### src/rtl/axis_pkt_arbiter.sv
// Round-robin AXI-Stream packet arbiter: S_COUNT sources onto one master port,
// grant held from first beat through TLAST, one idle cycle between packets.
module axis_pkt_arbiter #(
    parameter int unsigned S_COUNT      = 4,
    parameter int unsigned T_DATA_WIDTH = 8,
    parameter int unsigned T_ID_WIDTH   = 8,
    parameter int unsigned T_USER_WIDTH = 8,
    localparam int unsigned GW          = $clog2(S_COUNT)
) (
    input  logic                             clk,
    input  logic                             reset_n,
    input  logic [S_COUNT*T_DATA_WIDTH-1:0]  s_data,
    input  logic [S_COUNT*T_ID_WIDTH-1:0]    s_id,
    input  logic [S_COUNT*T_USER_WIDTH-1:0]  s_user,
    input  logic [S_COUNT-1:0]               s_last,
    input  logic [S_COUNT-1:0]               s_valid,
    output logic [S_COUNT-1:0]               s_ready,
    output logic [T_DATA_WIDTH-1:0]          m_data,
    output logic [T_ID_WIDTH-1:0]            m_id,
    output logic [T_USER_WIDTH-1:0]          m_user,
    output logic                             m_last,
    output logic                             m_valid,
    input  logic                             m_ready,
    output logic [GW-1:0]                    grant_idx,
    output logic                             busy
);

    typedef enum logic {
        IDLE = 1'b0,
        BUSY = 1'b1
    } state_t;

    state_t          state_q, state_d;
    logic [GW-1:0]   grant_q, grant_d;
    logic [GW-1:0]   rr_q, rr_d;

    logic            found;
    logic [GW-1:0]   pick;

    logic                    sel_valid;
    logic                    sel_last;
    logic [T_DATA_WIDTH-1:0] sel_data;
    logic [T_ID_WIDTH-1:0]   sel_id;
    logic [T_USER_WIDTH-1:0] sel_user;

    // Round-robin search: first pass covers rr..S_COUNT-1, second pass wraps to 0..rr-1.
    always_comb begin
        found = 1'b0;
        pick  = '0;
        for (int unsigned j = 0; j < S_COUNT; j++) begin
            if (!found && s_valid[j] && (GW'(j) >= rr_q)) begin
                found = 1'b1;
                pick  = GW'(j);
            end
        end
        for (int unsigned j = 0; j < S_COUNT; j++) begin
            if (!found && s_valid[j]) begin
                found = 1'b1;
                pick  = GW'(j);
            end
        end
    end

    // Payload mux for the granted source.
    always_comb begin
        sel_valid = 1'b0;
        sel_last  = 1'b0;
        sel_data  = '0;
        sel_id    = '0;
        sel_user  = '0;
        for (int unsigned j = 0; j < S_COUNT; j++) begin
            if (GW'(j) == grant_q) begin
                sel_valid = s_valid[j];
                sel_last  = s_last[j];
                sel_data  = s_data[j*T_DATA_WIDTH +: T_DATA_WIDTH];
                sel_id    = s_id[j*T_ID_WIDTH +: T_ID_WIDTH];
                sel_user  = s_user[j*T_USER_WIDTH +: T_USER_WIDTH];
            end
        end
    end

    always_ff @(posedge clk or negedge reset_n) begin
        if (!reset_n) begin
            state_q <= IDLE;
            grant_q <= '0;
            rr_q    <= '0;
        end else begin
            state_q <= state_d;
            grant_q <= grant_d;
            rr_q    <= rr_d;
        end
    end

    // Next-state and datapath steering; the master side is a pure mux while BUSY.
    always_comb begin
        state_d = state_q;
        grant_d = grant_q;
        rr_d    = rr_q;
        s_ready = '0;
        m_valid = 1'b0;
        m_last  = 1'b0;
        m_data  = '0;
        m_id    = '0;
        m_user  = '0;
        case (state_q)
            IDLE: begin
                if (found) begin
                    grant_d = pick;
                    state_d = BUSY;
                end
            end
            BUSY: begin
                m_valid = sel_valid;
                m_last  = sel_last;
                m_data  = sel_data;
                m_id    = sel_id;
                m_user  = sel_user;
                for (int unsigned j = 0; j < S_COUNT; j++) begin
                    s_ready[j] = (GW'(j) == grant_q) && m_ready;
                end
                if (sel_valid && m_ready && sel_last) begin
                    rr_d    = (grant_q == GW'(S_COUNT - 1)) ? '0 : grant_q + GW'(1);
                    state_d = IDLE;
                end
            end
            default: state_d = IDLE;
        endcase
    end

    assign grant_idx = grant_q;
    assign busy      = (state_q == BUSY);

endmodule

### config.mk
export PLATFORM = sky130hd
export DESIGN_NAME = axis_pkt_arbiter
export DESIGN_NICKNAME = d
export VERILOG_FILES = /design/src/rtl/axis_pkt_arbiter.sv
export SDC_FILE = /design/constraint.sdc
export NUM_CORES = 1
export LEC_CHECK = 0
export CELL_PAD_IN_SITES_DETAIL_PLACEMENT = 0
export CELL_PAD_IN_SITES_GLOBAL_PLACEMENT = 1
export CORE_MARGIN = 1.5
export CORE_UTILIZATION = 39
export DETAILED_ROUTE_END_ITERATION = 12
export DONT_BUFFER_PORTS = 1
export HOLD_SLACK_MARGIN = 0.05
export MAX_ROUTING_LAYER = met4
export PLACE_DENSITY = 0.92
export SLEW_MARGIN = 30
export SYNTH_ARGS = -nofsm -noshare
export SYNTH_HDL_FRONTEND = slang
export SYNTH_SLANG_ARGS = --single-unit
### constraint.sdc
create_clock -name clk -period 2.6 [get_ports clk]
set_clock_uncertainty 0.15 [all_clocks]
set_input_delay 0.52 -clock clk [delete_from_list [all_inputs] [get_ports clk]]
set_output_delay 0.52 -clock clk [all_outputs]
set_load 0.01 [all_outputs]
Word-level counts from Yosys, hierarchy flattened
Index checks and enable logic that the tools add are counted.
- register bits: 5
- bits of input ports: 107
- output and inout port bits: 33
- word-level logic and storage cells: 85
- add/subtract/negate cells: 1
- order comparisons: 4
- equality and inequality tests: 4
- muxes and demuxes: 45
- bitwise operators: 1
- reductions and logical operators: 27
- operator list (cell ; count):
    8-bit 2-to-1 mux ; 15
    1-bit 2-to-1 mux ; 21
    1-bit logical AND ; 17
    2-bit 2-to-1 mux ; 7
    1-bit logical NOT ; 7
    2-bit equality test (first input constant) ; 2
    1-bit by 2-bit >= comparator with 1-bit output (first input constant) ; 2
    2-bit >= comparator (first input constant) ; 2
    4-bit 2-to-1 mux ; 1
    2-bit AND reduction ; 2
    2-bit by 1-bit adder with 2-bit output (second input constant) ; 1
    1-bit by 2-bit equality test with 1-bit output (first input constant) ; 1
    2-bit equality test (second input constant) ; 1
    2-bit logical NOT ; 1
    1-bit case mux with 2 select lines ; 1
    1-bit inverter ; 1

Logic depth before layout (Yosys ltp)
Gate-level depths: netlist of run 1.
- depth in word-level cells: 29
- depth in mapped cells: 8
- mapped depth without buffers: 6

Least setup slack after synthesis of run 1
OpenSTA, ideal clock, no wires.
- path kind: flip-flop to output port
- from: register grant_q[1], in the netlist grant_idx[1]
- to: output m_data[6]
- arrival time: 1.819 ns
- required time: 1.930 ns
- setup slack: 0.111 ns
- stages on the path, launching flop included: 8
- buffers on the path: 2
- path through: dfrtp_1 -> inv_1 -> ha_1 -> and2b_1 -> buf_2 -> buf_2 -> a221oi_1 -> o41ai_1
- cells in the longest elaborated chain, start to end: 6
- elaborated cells on any way between the ends: 9
- classes of those cells: 3 x eq/ne; 5 x mux; 1 x reduce/logical
- ends and longest elaborated chain (item ; RTL line ; RTL):
    from (decl) ; 34 ; logic [GW-1:0] grant_q, grant_d;
    from (signal assigned) ; 89 ; grant_q <= grant_d;
    2-bit logical NOT ; 72 ; if (GW'(j) == grant_q) begin
    8-bit 2-to-1 mux (3 in series) ; 72 ;
    8-bit 2-to-1 mux (*) ; 72 ;
    8-bit 2-to-1 mux (*) ; 105 ; case (state_q)
    to (decl) ; 18 ; output logic [T_DATA_WIDTH-1:0] m_data,
Mark *: on every way between the ends. The rest lies on a longest branch, timed or not.

Final worst setup path of run 1
- from: register grant_q[0], in the netlist grant_idx[0]
- to: output m_data[0]
Same word-level chain as after synthesis.

==> qor_table.md, run 1 <==
| Step | Result | Reported |
| --- | --- | --- |
| synth | Sequential-to-total area share from yosys stat | 10.3% |
| final layout | Sequential standard cell area | 125 µm² |
| floorplanning | Y dimension of the die | 58.8 µm |
| cts | Number of buffers on the longest clock path | 2 |
| min path | Hold depth | 2 |
| final layout | Proportion of layout cells with a drive suffix above 1 | 25.0% |
| cts | TritonCTS clock tree | done |
| worst setup path | Worst r2r path cells | 7 |
| run | Max Cap Viol | 0 |
| pwr | Static leakage power | 0.696 nW |
| grt | Total congestion overflow | 0 |
| floorplanning | Initial core utilization | 40.4% |
| timing | Shortest clock period the worst path allows after layout | 2.51 ns |
| placed design | # port buffers | 0 |
| floorplanning | IO Count | 140 |
| pwr | PwrDens | 1650 nW/µm² |
| worst setup path | Slack of the worst reg-to-reg path | 0.30 ns |
| synth | Cell Area, Synth | 1210 µm² |
| grt | Number of antenna violations at the first check in global routing | 0 |
| cts | Clock input transition at the sequential cells of the worst setup and hold paths | 0.04 ns |
| grt | Total global routing track utilization | 20.1% |
| worst setup path | Reg2Reg Launch Point | grant_idx[0] |
| min path | Hold Path Origin | m_ready |
| grt | Via count of the first global-routing pass | 1229 |
| synth | Count of cell types in the netlist | 33 |
| placed design | GPL Wtd Cong | 0.796 |
| floorplanning | Rows | 20 |
| run status | Status | complete, no violations |
| placed design | Detailed-placement wirelength estimate | 3170 µm |
| timing | Final Hold Violating Endpoints | 0 |
| drt | Remaining antenna violation count | 0 |
| worst setup path | WP data arrival | 1.84 ns |
| synth | Yosys warns | 0 |
| final layout | Ant diodes | 0 |
| timing | Max-slew headroom | 67.2% |
| placed design | Number of cells after detailed placement | 199 |
| worst setup path | Capturing element type of the critical path | output pin |
| grt | Global-route wire length before repair | 5380 µm |
| floorplanning | Core area | 3000 µm² |
| grt | Pin count of the biggest net entering global routing | 25 |
| min path | Path class of the lowest-slack min-delay path | input port to flip-flop |
| cts | # H-tree levels | 1 |
| timing | Total count of max-transition violations in the final report | 0 |
| final layout | Non-Filler Instances | 205 |
| timing | Total of endpoints with negative setup slack in the final report | 0 |
| drt | Post-route DRC violation count | 0 |
| timing | Worst-margin pin slew | 0.488 ns |
| final layout | Post-layout instance area | 1450 µm² |
| synth | Net count after synthesis | 282 |
| timing | Hold Slack | 0.327 ns |
| cts | Clk sinks | 5 |
| cts | CTS buffer count | 3 |
| timing | RSZ-0062 raised after global routing | true |
| drt | Routed via count | 1443 |
| drt | Overall routed net length | 4110 µm |
| final layout | Util after Layout | 48.2% |
| final layout | Layout Area Growth over Synthesis | 19.3% |
| min path | Min-Delay Endpoint | rr_q[0] |
| worst setup path | Largest fanout on the critical path | 13 |
| drt | Number of detailed-route iterations in the first pass | 4 |
| pwr | Maximum ir drop on the vdd rail | 730 µV |
| synth | Prevailing post-synth register cell | sky130_fd_sc_hd__dfrtp_1 |
| timing | Upper clock frequency limit | 0.398 GHz |
| synth | Avg Cell Area, Syn | 7.09 µm² |
| timing | Fraction of the cycle the final worst path needs | 96.6% |
| synth | Async set-reset flop share out of synthesis | 100% |
| cts | Clk Tree Root Cell | sky130_fd_sc_hd__clkbuf_4 |
| worst setup path | Endpoint of the most critical register-to-register path | rr_q[1] |
| final layout | # nets final | 284 |
| synth | Post-synthesis instance total | 171 |
| floorplanning | Overall die width | 58.8 µm |
| drt | Via/cell ratio | 7.04 |
| worst setup path | Data required time of the critical path | 1.93 ns |
| drt | Violation count after the first detailed-route iteration | 43 |
| cts | Worst-skew pair later-pin latency | 0.24 ns |
| drt | Mean routed wirelength per cell | 20.0 µm |
| final layout | Fill count | 299 |
| worst setup path | CP Class | flip-flop to output pin |
| synth | Number of enable-type register cells in the synthesized netlist | 0 |
| final layout | Multi-input logic area | 1010 µm² |
| worst setup path | Startpoint class of the critical path | flip-flop |
| floorplanning | Overall die area | 3450 µm² |
| synth | Total of flip-flops plus latches after synthesis | 5 |
| placed design | Instance area at placement | 1270 µm² |
per-stage QoR:
step           setup WS, ns  setup TNS (ns)  power (mW)
2_1_floorplan         0.111               0        1.72
3_3_place_gp          0.255               0        2.03
3_5_place_dp          0.207               0        2.09
4_1_cts             0.00829               0        2.23
5_1_grt             -0.0253         -0.0692        2.57
6_report             0.0897               0        2.39
sequential cells by signal, indices dropped and copies added, names as in the netlist:
signal,count
rr_q,2
busy,1
grant_idx,2
routing by layer:
layer	global-route usage, %	vias up	part of all wire, %
li1	-	666	-
met2	37.9	78	54
met5	-	-	0
met3	1.76	4	7.0
met1	22.4	695	38
met4	4.87	0	0.41
kinds of logic (layout without fill, tap and decap cells):
kind of cell | after synthesis | in the layout | synth area share (%)
AO/OA/AOI/OAI | 87 | 87 | 53.6
adder cells (fa/ha/maj) | 4 | 4 | 4.13
buffers and inverters | 48 | 49 | 16.2
flip-flops | 5 | 5 | 10.3
multiplexers | 2 | 2 | 2.06
AND/OR/NAND/NOR | 25 | 25 | 13.7
synth_stat cells (all sizes together) (2+ instances only):
cell    instances  area share [%]
a22o           23              17
a21oi          28              12
a221oi         26              19
clkbuf         11             3.4
buf             8             3.8
and3            4             2.1
o21ai           2            0.83
nor2            5             1.5
inv            29             9.0
nand2           3            0.93
a211oi          2             1.7
and2            2             1.0
dfrtp           5              10
nor2b           2             1.0
ha              4             4.1
nand3           2            0.83
how the worst max path moves through the flow:
| stage | startpoint | endpoint | slack [ns] | depth (start not counted) |
|---|---|---|---|---|
| 6_report | grant_idx[0] | m_data[0] | 0.09 | 7 |
| 5_1_grt | grant_idx[0] | m_data[6] | -0.03 | 7 |
| 4_1_cts | grant_idx[1] | m_last | 0.008 | 7 |
| 3_5_place_dp | grant_idx[0] | m_data[5] | 0.21 | 7 |
| 3_3_place_gp | grant_idx[1] | m_data[5] | 0.25 | 7 |
| 2_1_floorplan | grant_idx[1] | m_data[6] | 0.11 | 7 |
power breakdown:
part	switching, mW	internal (mW)
registers	0.0470	0.117
clock network	0.0287	0.0578
logic	1.22	0.912
cell type report:
| cell class | count | share of cell area [%] |
|---|---|---|
| clock buffers | 4 | 1.82 |
| repair buffers | 16 | 9.26 |
| well taps | 33 | 2.85 |
| inverters | 29 | 7.53 |
| flip-flops and latches | 5 | 8.65 |
| multi-input cells | 118 | 69.9 |
layout by cell type (no fill, tap or decap), types with 2 or more instances in the layout:
master	n
sky130_fd_sc_hd__inv_1	28
sky130_fd_sc_hd__a21oi_1	27
sky130_fd_sc_hd__a22o_1	23
sky130_fd_sc_hd__a221oi_2	14
sky130_fd_sc_hd__buf_4	12
sky130_fd_sc_hd__a221oi_1	11
sky130_fd_sc_hd__nor2_1	5
sky130_fd_sc_hd__dfrtp_1	5
sky130_fd_sc_hd__and3_1	4
sky130_fd_sc_hd__nand2_1	3
sky130_fd_sc_hd__clkbuf_4	3
sky130_fd_sc_hd__buf_6	3
sky130_fd_sc_hd__nor2b_1	2
sky130_fd_sc_hd__nand3_1	2
sky130_fd_sc_hd__a211oi_2	2
sky130_fd_sc_hd__o21ai_0	2
sky130_fd_sc_hd__ha_2	2
sky130_fd_sc_hd__ha_1	2
critical path, stage by stage, from the launching register on:
cell and delay (ns):
sky130_fd_sc_hd__dfrtp_1 0.37, sky130_fd_sc_hd__inv_1 0.08, sky130_fd_sc_hd__ha_2 0.22, sky130_fd_sc_hd__and2b_1 0.19
sky130_fd_sc_hd__buf_6 0.16, sky130_fd_sc_hd__a221oi_1 0.29, sky130_fd_sc_hd__a21oi_1 0.07, sky130_fd_sc_hd__a22o_1 0.23
timing repair:
action / 4_1_cts / 5_1_grt
endpoints found under the setup margin: 24 / 26
pin swaps: 0 / 3
hold buffers: 1 / 0
setup buffers: 0 / 1
endpoints found under the hold margin: 5 / 0
resized for setup: 6 / 18
Power figures use the tool's default switching activity.
==> run 2, diff against run 1 <==
--- a/config.mk
+++ b/config.mk
@@ -5,10 +5,11 @@
 export SDC_FILE = /design/constraint.sdc
 export NUM_CORES = 1
 export LEC_CHECK = 0
+export ABC_AREA = 1
 export CELL_PAD_IN_SITES_DETAIL_PLACEMENT = 0
 export CELL_PAD_IN_SITES_GLOBAL_PLACEMENT = 1
 export CORE_MARGIN = 1.5
-export CORE_UTILIZATION = 39
+export CORE_UTILIZATION = 37
 export DETAILED_ROUTE_END_ITERATION = 12
 export DONT_BUFFER_PORTS = 1
 export HOLD_SLACK_MARGIN = 0.05
==> run 2 against run 1 <==
Power down 9.5%; sequential power about the same; non-clock buffer count down 2; worst setup slack better by 0.030 ns; sequential share of layout area up 0.27 points; cell count up 30%; global-route usage up 0.22 points; clock power up 9.4%; largest cell class unchanged; highest routed layer unchanged.
==> qor_table.md, run 2 <==
| Step | Result | Reported | Change |
| --- | --- | --- | --- |
| run status | Status | complete, no violations |  |
| drt | Overall routed net length | 4360 µm | +6.3% |
| floorplanning | Y dimension of the die | 61.1 µm | +4.0% |
| synth | Most repeated cell in the gate-level netlist after synthesis | sky130_fd_sc_hd__nand2_1 |  |
| synth | Total of flip-flops plus latches after synthesis | 5 | unchanged |
| worst setup path | Longest individual stage delay on the worst path | 0.44 ns | +0.07 ns |
| worst setup path | Startpoint class of the critical path | flip-flop |  |
| final layout | Non-Filler Instances | 267 | +30% |
| synth | Post-synthesis instance total | 221 | +29% |
| pwr | Sequential power share | 7.7% | +0.8 points |
| timing | Hold Slack | 0.286 ns | -0.0408 ns |
| floorplanning | Initial core utilization | 40.0% | -0.42 points |
| cts | Clk sinks | 5 | unchanged |
| cts | Clk Tree Root Cell | sky130_fd_sc_hd__clkbuf_4 |  |
| worst setup path | CP Class | flip-flop to output pin |  |
| grt | Total global routing track utilization | 20.3% | +0.22 points |
| drt | Routed via count | 1608 | +11% |
| cts | Clock input transition at the sequential cells of the worst setup and hold paths | 0.05 ns | about the same |
| worst setup path | Last element of the critical path | m_id[3] |  |
| synth | Avg Cell Area, Syn | 5.66 µm² | -20% |
| grt | Via count of the first global-routing pass | 1245 | +1.3% |
| final layout | Sequential standard cell area | 126 µm² | +1.0% |
| synth | Async set-reset flop share out of synthesis | 100% | unchanged |
| synth | Count of cell types in the netlist | 23 | -30% |
| floorplanning | Overall die area | 3740 µm² | +8.2% |
| final layout | Layout Area Growth over Synthesis | 13.3% |  |
| timing | Sum of negative setup slack | 0 ns | unchanged |
| pwr | Maximum ir drop on the vdd rail | 504 µV | -31% |
| worst setup path | Reg2Reg Launch Point | grant_idx[0] |  |
| worst setup path | Cell with the largest stage delay on the worst path | sky130_fd_sc_hd__dfrtp_1 |  |
| pwr | Clock network power share | 4.4% | +0.8 points |
| cts | # H-tree levels | 1 | unchanged |
| final layout | Ant diodes | 0 | unchanged |
| worst setup path | Largest fanout on the critical path | 7 | -6 |
| synth | Number of enable-type register cells in the synthesized netlist | 0 | unchanged |
| pwr | Sw Share | 60.5% | +6.1 points |
| run | Max Cap Viol | 0 | unchanged |
| placed design | GPL Wtd Cong | 0.829 | +4.1% |
| grt | Number of antenna violations at the first check in global routing | 0 | unchanged |
| synth | Net count after synthesis | 332 | +18% |
| worst setup path | Capturing element type of the critical path | output pin |  |
| floorplanning | Core area | 3130 µm² | +4.2% |
| drt | Violation count after the first detailed-route iteration | 81 | +88% |
| worst setup path | WP data arrival | 1.81 ns | -0.03 ns |
| final layout | # nets final | 335 | +18% |
| drt | Number of detailed-route iterations in the first pass | 4 | unchanged |
| final layout | Proportion of layout cells with a drive suffix above 1 | 14.8% | -10 points |
| worst setup path | Cell chain of the critical path | inv_2, ha_4, buf_4, nor2_8, a22oi_1, nand2_1, o21ai_0, a21oi_1, buf_4 |  |
| final layout | Multi-input logic area | 1020 µm² | +1.1% |
| synth | Post-synth top cells | sky130_fd_sc_hd__nand2_1 (50), sky130_fd_sc_hd__o21ai_0 (43), sky130_fd_sc_hd__a21oi_1 (30), sky130_fd_sc_hd__a22oi_1 (24), sky130_fd_sc_hd__inv_1 (13) |  |
| timing | Upper clock frequency limit | 0.403 GHz | +1.2% |
| final layout | Fill count | 344 | +15% |
| placed design | # port buffers | 0 | unchanged |
| cts | Number of buffers on the longest clock path | 2 | unchanged |
| placed design | Detailed-placement wirelength estimate | 3210 µm | +1.0% |
| grt | Global Route met2 Usage | 35.7% | -2.2 points |
| synth | Cell Area, Synth | 1250 µm² | +3.1% |
| worst setup path | Worst r2r path cells | 8 | +1 |
| final layout | Most common cell after layout, fill and taps aside | sky130_fd_sc_hd__nand2_1 |  |
| min path | Path class of the lowest-slack min-delay path | input port to flip-flop |  |
| synth | Sequential-to-total area share from yosys stat | 10.0% | -0.31 points |
| grt | GRT Max-Usage Layer | met2 |  |
| pwr | Static leakage power | 0.629 nW | -9.6% |
| timing | Shortest clock period the worst path allows after layout | 2.48 ns | -0.0300 ns |
| pwr | Net switching component of the power | 1.31 mW | +0.66% |
| worst setup path | Slack of the worst reg-to-reg path | 0.52 ns | +0.22 ns |
| drt | Remaining antenna violation count | 0 | unchanged |
| timing | Total of endpoints with negative setup slack in the final report | 0 | unchanged |
| floorplanning | Rows | 20 | unchanged |
| pwr | PwrDens | 1520 nW/µm² | -7.6% |
| drt | Post-route DRC violation count | 0 | unchanged |
| floorplanning | IO Count | 140 | unchanged |
| cts | TritonCTS clock tree | done |  |
| cts | CTS buffer count | 3 | unchanged |
| drt | Via/cell ratio | 6.02 | -14% |
| cts | Worst-skew pair later-pin latency | 0.25 ns | about the same |
| final layout | Commonest cells after routing, fill and taps aside | sky130_fd_sc_hd__nand2_1 (50), sky130_fd_sc_hd__o21ai_0 (43), sky130_fd_sc_hd__a21oi_1 (29), sky130_fd_sc_hd__a22oi_1 (24) |  |
| timing | Total count of max-transition violations in the final report | 0 | unchanged |
| grt | Pin count of the biggest net entering global routing | 51 | +100% |
| synth | Top cells by area, synth | sky130_fd_sc_hd__o21ai_0 (17%), sky130_fd_sc_hd__nand2_1 (15%), sky130_fd_sc_hd__a22oi_1 (14%) |  |
| synth | Prevailing post-synth register cell | sky130_fd_sc_hd__dfrtp_1 |  |
| synth | Yosys warns | 0 | unchanged |
| pwr | Fraction of power consumed by combinational cells | 87.9% | -1.6 points |
| worst setup path | Critical path startpoint | grant_idx[1] |  |
| timing | Final Hold Violating Endpoints | 0 | unchanged |
| worst setup path | Data required time of the critical path | 1.93 ns | about the same |
| pwr | Cell internal pwr | 852 µW | -22% |
| grt | Met3 usage | 1.89% | +0.13 points |
| drt | Mean routed wirelength per cell | 16.3 µm | -18% |
| timing | Fraction of the cycle the final worst path needs | 95.4% | -1.2 points |
| timing | Worst-margin pin slew | 0.310 ns | -0.177 ns |
| timing | Max-slew headroom | 79.3% | +12 points |
| floorplanning | Overall die width | 61.1 µm | +4.0% |
| worst setup path | Endpoint of the most critical register-to-register path | busy |  |
| grt | Met1 layer usage reported by global route | 23.9% | +1.5 points |
| placed design | Number of cells after detailed placement | 257 | +29% |
| worst setup path | Critical path's most frequent cell | sky130_fd_sc_hd__buf_4 |  |
| synth | Cell type with the largest total area after synthesis | sky130_fd_sc_hd__o21ai_0 |  |
| synth | Portion of synthesized cell area occupied by the leading cell type | 17.2% | -1.6 points |
| final layout | Util after Layout | 45.3% | -2.9 points |
| grt | Total congestion overflow | 0 | unchanged |
| grt | Global-route wire length before repair | 5490 µm | +1.9% |
-- run 2: changes by cell type after synthesis, sizes merged, moves of 3 or more --
cell | before | now
nand2 | 3 | 52
o21ai | 2 | 49
a221oi | 26 | 0
a22o | 23 | 0
a22oi | 1 | 24
inv | 29 | 15
nor2 | 5 | 11
nand3 | 2 | 7
and3 | 4 | 0
a21oi | 28 | 31
clkbuf | 11 | 8
-- run 2: worst max-delay path: cells and delay by family, from the launching register on --
kind / cells / cell delay, ns
flip-flops: 1 / 0.44
buffers and inverters: 3 / 0.42
AND/OR/NAND/NOR: 2 / 0.20
AO/OA/AOI/OAI: 3 / 0.31
adder cells (fa/ha/maj): 1 / 0.21
-- run 2: final cells by class --
| class | instances | share of cell area (%) |
|---|---|---|
| multi-input combinational | 185 | 72.2 |
| timing repair buffer | 14 | 9.01 |
| tap | 44 | 3.89 |
| clock buffer | 4 | 1.86 |
| sequential | 5 | 8.92 |
| inverter | 15 | 4.15 |
-- run 2: worst min path at each step --
stage               startpoint            to  slack (ns)  cells past startpoint
floorplan              reset_n          busy        0.07                      0
CTS                    m_ready       rr_q[1]        0.29                      2
global placement       reset_n  grant_idx[0]        0.07                      0
finish                 m_ready       rr_q[0]        0.29                      2
detailed placement     reset_n  grant_idx[1]        0.07                      0
global route           m_ready       rr_q[1]        0.29                      2
-- run 2: logic make-up (layout without fill, tap and decap cells) --
| logic type | after synthesis | count (layout) | share of synthesized area (%) |
|---|---|---|---|
| AO/OA/AOI/OAI | 106 | 106 | 47.9 |
| adder cells (fa/ha/maj) | 4 | 4 | 4.00 |
| AND/OR/NAND/NOR | 73 | 75 | 25.7 |
| buffers and inverters | 33 | 33 | 12.3 |
| flip-flops | 5 | 5 | 10.0 |
-- run 2: through the flow --
| stage | setup WS (ns) | cell area, µm² | power [mW] |
|---|---|---|---|
| after detailed placement | 0.221 | 1290 | 1.90 |
| after global placement | 0.249 | 1290 | 1.87 |
| after floorplan | 0.411 | 1250 | 1.59 |
| after CTS | 0.00339 | 1380 | 2.11 |
| final | 0.120 | 1420 | 2.16 |
| after global routing | -0.000257 | 1420 | 2.43 |
-- run 2: metal layers --
layer	vias up	wire, µm
met2	102	2230
met1	712	1720
met4	0	58
li1	785	-
met5	-	0
met3	9	354
-- run 2: power by group through the flow --
stage          logic (mW)  clock network, mW  registers, mW
2_1_floorplan        1.44                  0          0.154
3_3_place_gp         1.71                  0          0.159
3_5_place_dp         1.74                  0          0.160
4_1_cts              1.85             0.0960          0.163
5_1_grt              2.16              0.101          0.172
6_report             1.90             0.0946          0.166
-- run 2: repair_timing --
| action | CTS | global route |
|---|---|---|
| pin swaps | 2 | 2 |
| resized for setup | 3 | 9 |
| setup endpoints to repair | 19 | 26 |
| hold buffers | 1 | 0 |
| buffers inserted | 2 | 1 |
| hold endpoints to repair | 5 | 0 |
| cloned | 2 | 0 |
